<file path="config.mk">
export PLATFORM = sky130hd
export DESIGN_NAME = fir_tap_sequencer_flat
export DESIGN_NICKNAME = d
export VERILOG_FILES = /design/src/rtl/fir_tap_sequencer_pkg.sv /design/src/rtl/fir_tap_sequencer_if.sv /design/src/rtl/fir_tap_sequencer_sample_ring_buffer.sv /design/src/rtl/fir_tap_sequencer.sv /design/src/flat_wrapper.sv
export SDC_FILE = /design/constraint.sdc
export NUM_CORES = 2
export LEC_CHECK = 0
export ABC_AREA = 1
export CAP_MARGIN = 15
export CELL_PAD_IN_SITES_DETAIL_PLACEMENT = 0
export CELL_PAD_IN_SITES_GLOBAL_PLACEMENT = 1
export CORE_AREA = 2 2 297 357
export CTS_BUF_LIST = sky130_fd_sc_hd__clkbuf_4 sky130_fd_sc_hd__clkbuf_8
export CTS_CLUSTER_DIAMETER = 60
export DETAILED_ROUTE_END_ITERATION = 10
export DIE_AREA = 0 0 299 359
export HOLD_SLACK_MARGIN = 0.05
export PLACE_DENSITY_LB_ADDON = 0.1
export SETUP_SLACK_MARGIN = 0.05
export SLEW_MARGIN = 15
export SYNTH_ARGS = -nofsm -noshare
export SYNTH_HDL_FRONTEND = slang
export SYNTH_SLANG_ARGS = --single-unit
</file>
<file path="constraint.sdc">
create_clock -name clk -period 5.5 [get_ports clk]
set_input_delay 0.825 -clock clk [delete_from_list [all_inputs] [get_ports clk]]
set_output_delay 0.825 -clock clk [all_outputs]
set_load 0.01 [all_outputs]
</file>
<file path="src/rtl/fir_tap_sequencer_pkg.sv">
// Shared types for the equalizer-band FIR front end: sequencer state and
// tap-index width derivation reused by every band instance.
package fir_tap_sequencer_pkg;

  typedef enum logic {
    IDLE = 1'b0,
    RUN  = 1'b1
  } seq_state_t;

  function automatic int addr_bits(input int number_of_taps);
    return $clog2(number_of_taps);
  endfunction

endpackage

</file>
<file path="src/rtl/fir_tap_sequencer_if.sv">
// Sample input and tap-stream outputs of one FIR band front end.
// master = sample source / MAC side, slave = the sequencer.
interface fir_tap_sequencer_if
  import fir_tap_sequencer_pkg::*;
#(
  parameter int FILTER_IN_BITS = 16,
  parameter int NUMBER_OF_TAPS = 64
);
  localparam int ADDR_BITS = addr_bits(NUMBER_OF_TAPS);

  logic                             sample_valid;
  logic signed [FILTER_IN_BITS-1:0] sample_in;
  logic signed [FILTER_IN_BITS-1:0] delay_filter_in;
  logic        [ADDR_BITS-1:0]      coeff_addr;
  logic                             phase_min;
  logic                             clk_enable;
  logic                             busy;
  logic                             overrun;

  modport master (
    output sample_valid, sample_in,
    input  delay_filter_in, coeff_addr, phase_min, clk_enable, busy, overrun
  );

  modport slave (
    input  sample_valid, sample_in,
    output delay_filter_in, coeff_addr, phase_min, clk_enable, busy, overrun
  );

endinterface

</file>
<file path="src/rtl/fir_tap_sequencer_sample_ring_buffer.sv">
// Circular sample history with one registered write port (at wr_ptr or wr_ptr+1)
// and a combinational read port, so a same-cycle read of the written slot sees old data.
module sample_ring_buffer #(
  parameter int FILTER_IN_BITS = 16,
  parameter int NUMBER_OF_TAPS = 64,
  parameter int ADDR_BITS      = 6
) (
  input  logic                             clk,
  input  logic                             rst,
  input  logic                             wr_en,
  input  logic                             wr_next,
  input  logic                             ptr_inc,
  input  logic signed [FILTER_IN_BITS-1:0] wr_data,
  output logic        [ADDR_BITS-1:0]      wr_ptr,
  input  logic        [ADDR_BITS-1:0]      rd_ptr,
  output logic signed [FILTER_IN_BITS-1:0] rd_data
);

  logic signed [FILTER_IN_BITS-1:0] hist [NUMBER_OF_TAPS];
  logic        [ADDR_BITS-1:0]      wr_addr;

  assign wr_addr = wr_next ? wr_ptr + ADDR_BITS'(1) : wr_ptr;
  assign rd_data = hist[rd_ptr];

  always_ff @(posedge clk or negedge rst) begin
    if (!rst) begin
      for (int i = 0; i < NUMBER_OF_TAPS; i++) hist[i] <= '0;
      wr_ptr <= '0;
    end else begin
      if (wr_en) hist[wr_addr] <= wr_data;
      if (ptr_inc) wr_ptr <= wr_ptr + ADDR_BITS'(1);
    end
  end

endmodule

</file>
<file path="src/rtl/fir_tap_sequencer.sv">
// Replays the sample history newest-first, one tap per clock, for a serial FIR MAC.
// A sample arriving mid-pass is held in a one-entry pending slot; a second one is dropped.
module fir_tap_sequencer
  import fir_tap_sequencer_pkg::*;
#(
  parameter int FILTER_IN_BITS = 16,
  parameter int NUMBER_OF_TAPS = 64
) (
  input  logic                clk,
  input  logic                rst,
  fir_tap_sequencer_if.slave  bus
);

  localparam int ADDR_BITS = addr_bits(NUMBER_OF_TAPS);
  localparam logic [ADDR_BITS-1:0] K_LAST = ADDR_BITS'(NUMBER_OF_TAPS - 1);

  seq_state_t                       state, state_nxt;
  logic        [ADDR_BITS-1:0]      rd_ptr;
  logic        [ADDR_BITS-1:0]      k;
  logic        [ADDR_BITS-1:0]      wr_ptr;
  logic                             pend_valid;
  logic signed [FILTER_IN_BITS-1:0] pend_data;
  logic signed [FILTER_IN_BITS-1:0] rd_data;
  logic signed [FILTER_IN_BITS-1:0] wr_data;
  logic                             overrun_q;
  logic                             last;
  logic                             wr_en, wr_next, ptr_inc;
  logic                             run;

  assign last = (state == RUN) && (k == K_LAST);

  always_ff @(posedge clk or negedge rst) begin
    if (!rst) state <= IDLE;
    else      state <= state_nxt;
  end

  always_comb begin
    state_nxt = state;
    if (state == IDLE) begin
      if (bus.sample_valid) state_nxt = RUN;
    end else if (last && !pend_valid && !bus.sample_valid) begin
      state_nxt = IDLE;
    end
  end

  always_comb begin
    run     = (state == RUN);
    wr_en   = 1'b0;
    wr_next = run;
    ptr_inc = last;
    wr_data = bus.sample_in;
    if (!run) wr_en = bus.sample_valid;
    else if (last) begin
      wr_en = pend_valid || bus.sample_valid;
      if (pend_valid) wr_data = pend_data;
    end
  end

  // When idle after a pass, rd_ptr and k are frozen so the tap outputs hold.
  always_ff @(posedge clk or negedge rst) begin
    if (!rst) begin
      rd_ptr     <= '0;
      k          <= '0;
      pend_valid <= 1'b0;
      pend_data  <= '0;
      overrun_q  <= 1'b0;
    end else if (state == IDLE) begin
      if (bus.sample_valid) begin
        rd_ptr <= wr_ptr;
        k      <= '0;
      end
    end else if (!last) begin
      rd_ptr <= rd_ptr - ADDR_BITS'(1);
      k      <= k + ADDR_BITS'(1);
      if (bus.sample_valid) begin
        if (!pend_valid) begin
          pend_valid <= 1'b1;
          pend_data  <= bus.sample_in;
        end else begin
          overrun_q <= 1'b1;
        end
      end
    end else begin
      if (pend_valid || bus.sample_valid) begin
        rd_ptr <= wr_ptr + ADDR_BITS'(1);
        k      <= '0;
      end
      // Pending slot frees this cycle, so a coincident strobe can refill it.
      pend_valid <= pend_valid && bus.sample_valid;
      if (pend_valid && bus.sample_valid) pend_data <= bus.sample_in;
    end
  end

  sample_ring_buffer #(
    .FILTER_IN_BITS (FILTER_IN_BITS),
    .NUMBER_OF_TAPS (NUMBER_OF_TAPS),
    .ADDR_BITS      (ADDR_BITS)
  ) u_ring (
    .clk     (clk),
    .rst     (rst),
    .wr_en   (wr_en),
    .wr_next (wr_next),
    .ptr_inc (ptr_inc),
    .wr_data (wr_data),
    .wr_ptr  (wr_ptr),
    .rd_ptr  (rd_ptr),
    .rd_data (rd_data)
  );

  assign bus.delay_filter_in = rd_data;
  assign bus.coeff_addr      = k;
  assign bus.phase_min       = run && (k == '0);
  assign bus.clk_enable      = run;
  assign bus.busy            = run;
  assign bus.overrun         = overrun_q;

endmodule
</file>
<file path="src/flat_wrapper.sv">
// flat-port wrapper written by rule: the top's interface ports become plain ports
module fir_tap_sequencer_flat import fir_tap_sequencer_pkg::*;
#(
  parameter int FILTER_IN_BITS = 16,
  parameter int NUMBER_OF_TAPS = 64
)
  (clk, rst, bus_sample_valid, bus_sample_in, bus_delay_filter_in, bus_coeff_addr, bus_phase_min, bus_clk_enable, bus_busy, bus_overrun);
  fir_tap_sequencer_if #(.FILTER_IN_BITS(FILTER_IN_BITS), .NUMBER_OF_TAPS(NUMBER_OF_TAPS)) bus_i ();
  input  logic clk;
  input  logic rst;
  input wire logic [$bits(bus_i.sample_valid)-1:0] bus_sample_valid;
  input wire logic [$bits(bus_i.sample_in)-1:0] bus_sample_in;
  output wire logic [$bits(bus_i.delay_filter_in)-1:0] bus_delay_filter_in;
  output wire logic [$bits(bus_i.coeff_addr)-1:0] bus_coeff_addr;
  output wire logic [$bits(bus_i.phase_min)-1:0] bus_phase_min;
  output wire logic [$bits(bus_i.clk_enable)-1:0] bus_clk_enable;
  output wire logic [$bits(bus_i.busy)-1:0] bus_busy;
  output wire logic [$bits(bus_i.overrun)-1:0] bus_overrun;
  assign bus_i.sample_valid = bus_sample_valid;
  assign bus_i.sample_in = bus_sample_in;
  assign bus_delay_filter_in = bus_i.delay_filter_in;
  assign bus_coeff_addr = bus_i.coeff_addr;
  assign bus_phase_min = bus_i.phase_min;
  assign bus_clk_enable = bus_i.clk_enable;
  assign bus_busy = bus_i.busy;
  assign bus_overrun = bus_i.overrun;
  fir_tap_sequencer #(.FILTER_IN_BITS(FILTER_IN_BITS), .NUMBER_OF_TAPS(NUMBER_OF_TAPS)) u_core (.clk(clk), .rst(rst), .bus(bus_i));
endmodule
</file>
=== Yosys cells after proc, flatten, opt, wreduce, memory -nomap -nowiden ===
Index checks and enable logic that the tools add are counted.

* Register bits: 1061
* Output and inout bits: 26
* Word-level logic and storage cells: 127

* $add $sub $neg: 3
* Magnitude comparators: 3
* Equality and inequality tests: 3
* Muxes and demuxes: 28
* Bitwise logic cells: 3
* Reductions and logical operators: 16

{| class="wikitable"
|+ Operators with widths
! kind !! number
|-
| bitwise mux 1024 bit || 1
|-
| 2-to-1 mux 16 bit || 9
|-
| binary-select mux 16 bit (select 6 bit) || 1
|-
| demux 16 bit (select 6 bit) || 1
|-
| 2-to-1 mux 6 bit || 9
|-
| greater-or-equal comparator 7 bit, second input constant || 2
|-
| inverter 6 -> 7 bit || 2
|-
| adder 6 x 1 -> 6 bit, second input constant || 2
|-
| less-than comparator 7 x 1 -> 1 bit, second input constant || 1
|-
| 2-to-1 mux 1 bit || 7
|-
| == test 6 bit, second input constant || 1
|-
| logical AND 1 bit || 6
|-
| logical NOT 6 bit || 1
|-
| subtractor 6 x 1 -> 6 bit, second input constant || 1
|-
| AND reduction 2 bit || 2
|-
| AND reduction 4 bit || 1
|-
| nonzero test 2 bit || 2
|-
| != test 3 bit, second input constant || 1
|-
| AND reduction 3 bit || 1
|-
| logical NOT 1 bit || 2
|-
| != test 2 bit, second input constant || 1
|-
| logical OR 1 bit || 1
|-
| inverter 1 bit || 1
|}

=== Longest topological paths before layout ===
* Depth in word-level cells: 8
* Mapped depth: 13
* Mapped depth without buffers: 11

=== Hierarchy ===
Synthesis repeated with hierarchy kept, for this count alone.

* Cell total of the unflattened synthesis: 7495
* Area total of the unflattened synthesis: 55553.3 µm²

{| class="wikitable"
|+ Modules (own cells, without submodules)
! module !! times used !! cells an instance !! area each (µm²) !! seq. area each (µm²)
|-
| sample_ring_buffer || 1 || 7155 || 53342.4 || 25774.7
|-
| fir_tap_sequencer || 1 || 340 || 2210.9 || 775.7
|}

=== Worst setup path after synthesis ===
Ideal clock, no wire load.

* Kind: register to output
* Start point: reg u_core.rd_ptr[0]
* End point: out bus_delay_filter_in[15]
* Arrival: 1.960 ns
* Data required time: 4.675 ns
* Setup slack: 2.715 ns
* Stages on the path, launching flop included: 12
* Cells stage by stage: dfrtp_1 clkbuf_1 clkbuf_1 clkbuf_1 clkbuf_1 nand2_1 o211ai_1 nand3_1 nand3_1 nand3_1 nand3_1 nand2_1

* Longest elaborated chain between the ends: 4

{| class="wikitable"
|+ RTL lines
! element !! RTL line !! RTL
|-
| start: declaration || fir_tap_sequencer.sv:18 || <nowiki>logic [ADDR_BITS-1:0] rd_ptr;</nowiki>
|-
| start signal: assignment || fir_tap_sequencer.sv:69 || <nowiki>rd_ptr <= wr_ptr;</nowiki>
|-
| start signal: assignment || fir_tap_sequencer.sv:73 || <nowiki>rd_ptr <= rd_ptr - ADDR_BITS'(1);</nowiki>
|-
| start signal: assignment || fir_tap_sequencer.sv:85 || <nowiki>rd_ptr <= wr_ptr + ADDR_BITS'(1);</nowiki>
|-
| inverter 6 -> 7 bit (not written as such) || fir_tap_sequencer_sample_ring_buffer.sv:23 || <nowiki>assign rd_data = hist[rd_ptr];</nowiki>
|-
| binary-select mux 16 bit (select 6 bit) || fir_tap_sequencer_sample_ring_buffer.sv:23 ||
|-
| 2-to-1 mux 16 bit (not written as such) (2 in series) || fir_tap_sequencer_sample_ring_buffer.sv:23 ||
|-
| end: declaration || flat_wrapper.sv:13 || <nowiki>output wire logic [$bits(bus_i.delay_filter_in)-1:0] bus_delay_filter_in;</nowiki>
|}

No other way between the ends. The select of a mux whose other input is x is not followed.

=== Final worst setup path ===
* Start point: reg u_core.rd_ptr[0]
* End point: out bus_delay_filter_in[7]

The elaborated chain is that of the path after synthesis.

==> flow_summary.toml <==
[cts]
post_cts_buffers = 0
cts_buffer_depth = 3
cts_buffers = 181
cts_resized = 0
cts_tree = "yes"
cts.clk_slew.worst_paths_ns = 0.06
holdBufCountCts = 1
htree_num_levels = 4
clkSinkCount = 1061
cts-root-buf = "clkbuf_8"
clk_latency_ns = 0.91

[die]
die_h_um = 359
floorplan.initialDensity = 0.515
die_width_um = 299
coreArea_mm2 = 0.104
num_rows = 130
die-area_mm2 = 0.107
io_pins = 45

[sta]
min_period_ns = 5.39
max-slew-margin-rel = 0.160
hold_ws_ns = 0.460
slew_viol_final = 0
timing.setup.tns_ns = 0
setup_violations = 0
hold_violations = 0
period_share = 0.981
finalClockSkew_ns = 0.0412
clock.fmax_mhz = 185
worst_slack_ns = 0.105
rsz0062_at_grt = "no"
worstMarginPinSlew_ns = 1.26

[synth]
ys_async_sr_fraction = 1.00
synth_warnings = 0
synth_edf_count = 0
avgSynthCellArea_um2 = 6.97
synthCells = 7694
synth_seq_cells = 1061
synth_top_flop_cell = "dfrtp_1"
synth_area_mm2 = 0.0536
synth_cell_type_count = 30
ys_seq_area_frac = 0.495
syn_nets = 7717

[worst_setup_path]
cp_max_fo = 87
critical_path_arrival_ns = 4.57
end_kind = "output port"
critPathRequiredTime_ns = 4.68
cp-start-kind = "flop"
worstSetupPathType = "reg2out"

[drt]
wl_per_cell_um = 21.2
dr.first_iter.drc_count = 5137
drtPass1Iterations = 6
vias_per_cell = 5.38
remaining_drc_errors = 0
wl_um = 193000
vias = 49000
ant_nets = 0

[layout]
syn_to_final_growth_pct = 11.1
final_common_cell = "nand2_1"
fill_cells = 10200
final_area_mm2 = 0.0595
final_layout_size_suffix_gt1_frac = 0.0903
fin_nets = 7608
fin_cells = 9117
mostFrequentLayoutCells = "nand2_1 (4222), dfrtp_1 (1057), nand3_1 (818)"

[placement]
pre_cts_ws_ns = 1.11
io_buffers = 44
place_hpwl_um = 118000
gp_congestion = 0.936
dp.cells = 8787
place_area_mm2 = 0.0555

[grt]
antenna_found_initial = 2
grt_pass1_vias = 46000
grt.overflow.total = 0
grt_max_degree = 143
grt_pass1_wl_um = 294000
grt_usage = 0.361

[power]
ir_worst_vdd_mv = 0.438
p_leak_nw = 32.8
power.density_mw_per_mm2 = 443

[job]
maxCapViolCount = 0

[worst_hold_path]
hp-class = "reg2reg"

[outcome]
outcome = "complete, no violations"
-- per-layer routing --
metal	routed length (um)	global-route usage	up-vias
li1	-	-	23100
met1	80000	0.487	23500
met2	87500	0.554	1877
met3	14500	0.0645	461
met4	11300	0.198	4
met5	23	0	-
-- flip-flops by register name (all words and copies together) (netlist names) --
register / count
u_core.u_ring.hist: 1024
u_core.pend_data: 16
u_core.bus.coeff_addr: 6
u_core.rd_ptr: 6
u_core.u_ring.wr_ptr: 6
u_core.bus.busy: 1
u_core.bus.overrun: 1
u_core.pend_valid: 1
-- report_power, final --
| group | internal [mW] | switching [mW] | leakage (nW) |
|---|---|---|---|
| Clock | 4.46 | 3.42 | 2.14 |
| Sequential | 8.08 | 0.325 | 14.7 |
| Combinational | 2.89 | 7.23 | 16.0 |
-- synthesized netlist by cell type, types with 13 or more instances --
library cell,count,area [um^2]
a21oi_1,21,105
a31oi_1,16,100
buf_1,41,154
buf_2,73,365
clkbuf_1,352,1320
dfrtp_1,1061,26600
inv_1,612,2300
inv_2,21,78.8
nand2_1,4222,15800
nand3_1,818,4090
nand3_2,13,130
nor2_1,100,375
nor2_2,24,150
o211ai_1,64,480
o21ai_0,65,325
o21ai_1,18,90.1
or2_2,146,913
-- stage by stage --
step / power, mW / util
2_1_floorplan: 14.1 / -
3_3_place_gp: 18.4 / 0.533
3_5_place_dp: 18.4 / 0.533
4_1_cts: 26.3 / 0.572
5_1_grt: 27.5 / 0.572
6_report: 26.4 / 0.572
-- logic make-up (layout without fill, tap and decap cells) --
family,Yosys count,after routing,synth area share
simple gates,5332,5332,0.403
buf+inv,1104,1139,0.0791
flops,1061,1061,0.495
compound gates,188,188,0.0211
xor+xnor,5,5,0.000817
fa+ha+maj,4,4,0.000934
other cells,0,2,0
-- layout make-up --
type                            instances  area (um^2)  area share
Sequential cell                      1061        26600       0.446
Multi-Input combinational cell       5529        23000       0.387
Clock buffer                          309         3880      0.0651
Inverter                              637         2410      0.0404
Timing Repair Buffer                  175         1790      0.0301
Tap cell                             1386         1730      0.0291
Clock inverter                         18          143     0.00240
Antenna cell                            2         5.00   0.0000840
-- final timing paths --
path                                    startpoint                       to  slack [ns]  cells past startpoint
max reg2reg                        u_core.bus.busy  u_core.u_ring.hist[148]        1.58                     10
max                               u_core.rd_ptr[0]   bus_delay_filter_in[7]        0.11                     10
min                        u_core.u_ring.hist[191]  u_core.u_ring.hist[191]        0.46                      2
max in group asynchronous                      rst  u_core.u_ring.hist[641]        3.58                      4
min reg2reg                u_core.u_ring.hist[191]  u_core.u_ring.hist[191]        0.46                      2
min in group asynchronous                      rst   u_core.u_ring.hist[50]        0.52                      2
-- worst max-delay path: stages, from the launching register on --
cell and delay [ns]:
dfrtp_4 0.86, inv_8 0.41, buf_12 0.34, nand2_1 0.12, nand3_1 0.07, nand3_1 0.09, nand3_1 0.30, nand3_1 0.20
nand3_1 0.33, nand2_1 0.29, clkdlybuf4s50_1 0.57
Note: power is estimated with default switching activity, not from simulation.
